[config.mk]
export PLATFORM = sky130hd
export DESIGN_NAME = uart_tx_frm
export DESIGN_NICKNAME = d
export VERILOG_FILES = /design/src/rtl/uart_tx_frm.sv
export SDC_FILE = /design/constraint.sdc
export NUM_CORES = 1
export LEC_CHECK = 0
export BUFFER_PORTS_ARGS = -buffer_cell sky130_fd_sc_hd__buf_2
export CAP_MARGIN = 20
export CORE_MARGIN = 2
export CORE_UTILIZATION = 45
export CTS_BUF_LIST = sky130_fd_sc_hd__clkbuf_16
export CTS_CLUSTER_DIAMETER = 200
export DETAILED_ROUTE_END_ITERATION = 8
export RECOVER_POWER = 50
export SLEW_MARGIN = 20
export SYNTH_ARGS = -nofsm -noshare
export SYNTH_HDL_FRONTEND = slang
export SYNTH_SLANG_ARGS = --single-unit
[constraint.sdc]
create_clock -name clk -period 4.7 [get_ports clk]
set_input_delay 0.705 -clock clk [delete_from_list [all_inputs] [get_ports clk]]
set_output_delay 0.705 -clock clk [all_outputs]
set_load 0.1 [all_outputs]
[src/rtl/uart_tx_frm.sv]
// UART transmit framer: small byte FIFO feeding a start/data/parity/stop serialiser.
// All line activity advances only on the baud strobe txen.
module uart_tx_frm #(
    parameter int FIFO_DEPTH = 4,
    parameter int PARITY     = 0,
    parameter int STOP_BITS  = 1
) (
    input  logic       clk,
    input  logic       n_rst,
    input  logic       txen,
    input  logic       wr_en,
    input  logic [7:0] wr_data,
    output logic       full,
    output logic       ovf,
    output logic       busy,
    output logic       tx
);

    localparam int AW = (FIFO_DEPTH > 1) ? $clog2(FIFO_DEPTH) : 1;
    localparam int CW = AW + 1;
    localparam logic STOP_LAST = (STOP_BITS == 2);

    localparam logic [2:0] S_IDLE  = 3'd0;
    localparam logic [2:0] S_START = 3'd1;
    localparam logic [2:0] S_DATA  = 3'd2;
    localparam logic [2:0] S_PAR   = 3'd3;
    localparam logic [2:0] S_STOP  = 3'd4;

    logic [7:0]    mem [FIFO_DEPTH];
    logic [AW-1:0] wr_ptr, rd_ptr;
    logic [CW-1:0] count;
    logic [2:0]    state;
    logic [7:0]    shreg;
    logic          par_bit;
    logic [2:0]    bitcnt;
    logic          stopcnt;
    logic          empty, push, pop, frame_end;
    logic [7:0]    head;
    logic          head_par;

    assign empty     = (count == '0);
    assign full      = (count == CW'(FIFO_DEPTH));
    assign busy      = (state != S_IDLE) || !empty;
    assign push      = wr_en && !full;
    assign frame_end = (state == S_STOP) && (stopcnt == STOP_LAST);
    assign pop       = txen && !empty && ((state == S_IDLE) || frame_end);
    assign head      = mem[rd_ptr];
    assign head_par  = (PARITY == 2) ? ~^head : ^head;

    // Storage needs no reset: occupancy alone decides what is valid.
    always_ff @(posedge clk) begin
        if (push)
            mem[wr_ptr] <= wr_data;
    end

    always_ff @(posedge clk or negedge n_rst) begin
        if (!n_rst) begin
            wr_ptr <= '0;
            rd_ptr <= '0;
            count  <= '0;
            ovf    <= 1'b0;
        end else begin
            ovf <= wr_en && full;
            if (push)
                wr_ptr <= wr_ptr + 1'b1;
            if (pop)
                rd_ptr <= rd_ptr + 1'b1;
            case ({push, pop})
                2'b10:   count <= count + 1'b1;
                2'b01:   count <= count - 1'b1;
                default: count <= count;
            endcase
        end
    end

    always_ff @(posedge clk or negedge n_rst) begin
        if (!n_rst) begin
            state   <= S_IDLE;
            tx      <= 1'b1;
            shreg   <= '0;
            par_bit <= 1'b0;
            bitcnt  <= '0;
            stopcnt <= 1'b0;
        end else if (txen) begin
            case (state)
                S_IDLE: begin
                    if (!empty) begin
                        shreg   <= head;
                        par_bit <= head_par;
                        tx      <= 1'b0;
                        state   <= S_START;
                    end else begin
                        tx <= 1'b1;
                    end
                end
                S_START: begin
                    tx     <= shreg[0];
                    bitcnt <= '0;
                    state  <= S_DATA;
                end
                S_DATA: begin
                    if (bitcnt != 3'd7) begin
                        bitcnt <= bitcnt + 3'd1;
                        tx     <= shreg[bitcnt + 3'd1];
                    end else if (PARITY != 0) begin
                        tx    <= par_bit;
                        state <= S_PAR;
                    end else begin
                        tx      <= 1'b1;
                        stopcnt <= 1'b0;
                        state   <= S_STOP;
                    end
                end
                S_PAR: begin
                    tx      <= 1'b1;
                    stopcnt <= 1'b0;
                    state   <= S_STOP;
                end
                S_STOP: begin
                    if (!frame_end) begin
                        stopcnt <= 1'b1;
                        tx      <= 1'b1;
                    end else if (!empty) begin
                        // Chain straight into the next start bit, no idle period.
                        shreg   <= head;
                        par_bit <= head_par;
                        tx      <= 1'b0;
                        state   <= S_START;
                    end else begin
                        tx    <= 1'b1;
                        state <= S_IDLE;
                    end
                end
                default: begin
                    tx    <= 1'b1;
                    state <= S_IDLE;
                end
            endcase
        end
    end

endmodule

==> impl_results.md <==
* Share of layout cells above drive strength 1 at between 10% and 20%
* First-pass GRT wire length at about 6500 µm
* Final Hold Fails at 0
* # fillers at 426
* Comb power frac at 33.6%
* Initial antenna violation count at 0
* Area added between synthesis and finish at 10.04%
* Unique masters post-synth at 36
* CTS Buf Count at 5
* Dpl hpwl at about 2700 µm
* Pwr Total at around 1700 µW
* FFs w/ async S/R, synth at around 43%
* Routability Congestion at a little over 0.8
* Worst Reg2Reg Path Length in Cells at 9
* Final net count at just under 200
* Sequential power share at ~46%
* Flops & latches, synth at between 50 and 60
* Drt pass-1 iters at 4
* TNS Setup at 0 ps
* Cell taking the most area after synthesis: edfxtp_1
* Max-slew headroom at roughly 15%
* Switching power at 599.4 µW
* Final Cell Area at 2703 µm²
* Number of vias per cell at 5.153
* Final Skew at 9.327 ps
* Sw Share at 34.33%
* Post-CTS Setup Inserts at 0
* Seq. cell area at 1563 µm²
* Worst endpoint data arrival time at 1850 ps
* Global route total overflow at 0
* Syn Inst Count at around 160
* Number of global-route vias before repair at 1358
* WP data required at 3990 ps
* Post-Syn Area at about 2500 µm²
* RSZ-0062 raised after global routing: false
* Worst vdd ir at between 0.3 and 0.4 mV
* Max Clock Freq at approximately 400 MHz
* Largest net degree at the start of global routing at 25
* Yosys warns at 0
* Hold WC Path Type: reg -> reg
* Drt wl/cell at roughly 16 µm
* Total track usage at between 10% and 20%
* Worst-Margin Slew at 1276 ps
* DR vias at 1278
* Root buf cell: clkbuf_16
* Final WS setup at about 2100 ps
* Final max-slew violation count at 0
* Outcome: complete, no violations
* Seq/Total Area, Yosys at 63.63%
* Resize count post-CTS at 0
* ANT cells at 0
* Commonest non-fill, non-tap cell in the layout: edfxtp_1
* Clock Pin Slew Worst Setup and Hold Paths at roughly 70 ps
* Minimum clock period at 2559 ps
* Starting density of the core at a little under half
* Leakage at between 0.001 and 0.0015 µW
* DRC viols at 0
* Synthesized area per cell at about 15 µm²
* Worst hold path startpoint: bitcnt[2]
* Pwr/cell area at ~650 nW/µm²
* Final Non-Filler Cells at ~250
* Area occupied by multi-input gates at ~800 µm²
* Clock Sink Count at 56
* Post-DP Area at roughly 2600 µm²
* Crit path from: count[1]
* Worst r2r src: state[1]
* DIE HEIGHT at just under 80 µm
* IO Pins at 16
* CTS Hold Bufs at 0
* Place WS at 2247 ps
* Iteration-0 DRC Markers at 49
* Hold Path Depth at 2
* Routed WL at between 3000 and 4000 µm
* Syn Nets at around 180
* Fin crit share at 54.44%
* Pint at between 1000 and 1500 µW
* PortBufs at 15
* Setup crit end kind: output port
* Routed Antenna Nets at 0
* Commonest cells after routing, fill and taps aside: edfxtp_1 (32), dfrtp_1 (23), nand2_1 (12)
* Core Box Area at 5172 µm²
* EDFF count, synth at 32
* H-tree depth at 2
* Synth top area share at roughly two fifths
* Placed cell count at 240
* CTS tree: yes
* Setup violators final at 0
* Max-cap violations at 0
* Rows at 26
* Clk pwr share at 20.2%
* Synth area leaders: edfxtp_1 (39%), dfrtp_1 (23%), mux4_2 (7.3%), mux2_4 (4.3%), ha_1 (3.6%)
* Clk buf depth at 2
* Ys flop type: edfxtp_1
* Die Wd at between 70 and 80 µm
* CP Launch Type: flop
* Worst Path Class, Setup: reg -> out
* Max FO, Critical Path at 4
* Die area at roughly 6000 µm²
* Clk Latency, worst-skew pair at 290 ps
-- through the flow --
stage | util [%] | hold WS, ps
after floorplan | - | 409.4
after global placement | 49.88 | 473.8
after detailed placement | 49.88 | 487.3
after CTS | 52.56 | 415.3
after global routing | 52.25 | 527.3
final | 52.25 | 496.3
-- worst max-delay path, stage by stage (launching register included) --
cell and delay (ps):
dfrtp_1 410, or3_1 430, or4_1 410, buf_2 310
-- power groups by stage --
stage	combinational, µW	clock [µW]	sequential (µW)
after CTS	601	360	810
after global routing	645	382	827
after global placement	576	0	807
after floorplan	507	0	786
after detailed placement	598	0	818
final	587	352	806
-- Yosys cell counts (2+ instances only) --
| cell type | instances |
|---|---|
| dfrtp_1 | 23 |
| ha_1 | 7 |
| mux2_2 | 2 |
| xnor2_1 | 4 |
| edfxtp_1 | 32 |
| nand3_1 | 2 |
| mux4_2 | 8 |
| o21ai_0 | 7 |
| buf_2 | 4 |
| xor2_1 | 2 |
| and3_1 | 5 |
| nor3b_1 | 2 |
| mux2i_1 | 3 |
| o211ai_1 | 2 |
| nor2b_1 | 5 |
| clkbuf_1 | 2 |
| mux2_4 | 7 |
| nor2_1 | 6 |
| inv_1 | 9 |
| nand3b_1 | 3 |
| nand2_1 | 12 |
-- final cells by class --
type	instances	area share, %
sequential	56	57.82
multi-input combinational	89	30.05
clock buffer	5	4.630
tap	70	3.241
timing repair buffer	15	2.361
inverter	10	1.389
clock inverter	3	0.5093
-- worst paths after layout --
check                            endpoint  slack, ps
worst max-delay path                 busy       2140
worst min-delay path            bitcnt[2]        500
worst max register to register   count[2]       2450
worst min register to register  bitcnt[2]        500
max in group asynchronous       wr_ptr[1]       3270
min in group asynchronous        state[1]        670
-- registers in the layout (all words and copies together) (netlist names) --
register  cells
wr_ptr        2
count         3
ovf           1
shreg         8
tx            1
bitcnt        3
mem          32
stopcnt       1
state         3
rd_ptr        2
-- metal layers --
metal	global-route usage, %	part of all wire, %	up-vias
met1	18.39	46	635
met4	6.429	1.8	0
met5	0	0	-
met2	22.84	49	22
li1	-	-	615
met3	3.953	3.5	6
-- cell families (layout without fill, tap and decap cells) --
kind of cell	count (synthesis)	in the layout	share of synthesized area, %
and+or+nand+nor	40	40	9.017
xor gates and xnor gates	6	6	2.140
adders and majority gates	8	8	4.381
DFF	56	56	63.63
buffers and inverters	17	33	3.107
AOI/OAI and AO/OA	15	15	3.974
muxes	20	20	13.75
Note: power is estimated with default switching activity, not from simulation.
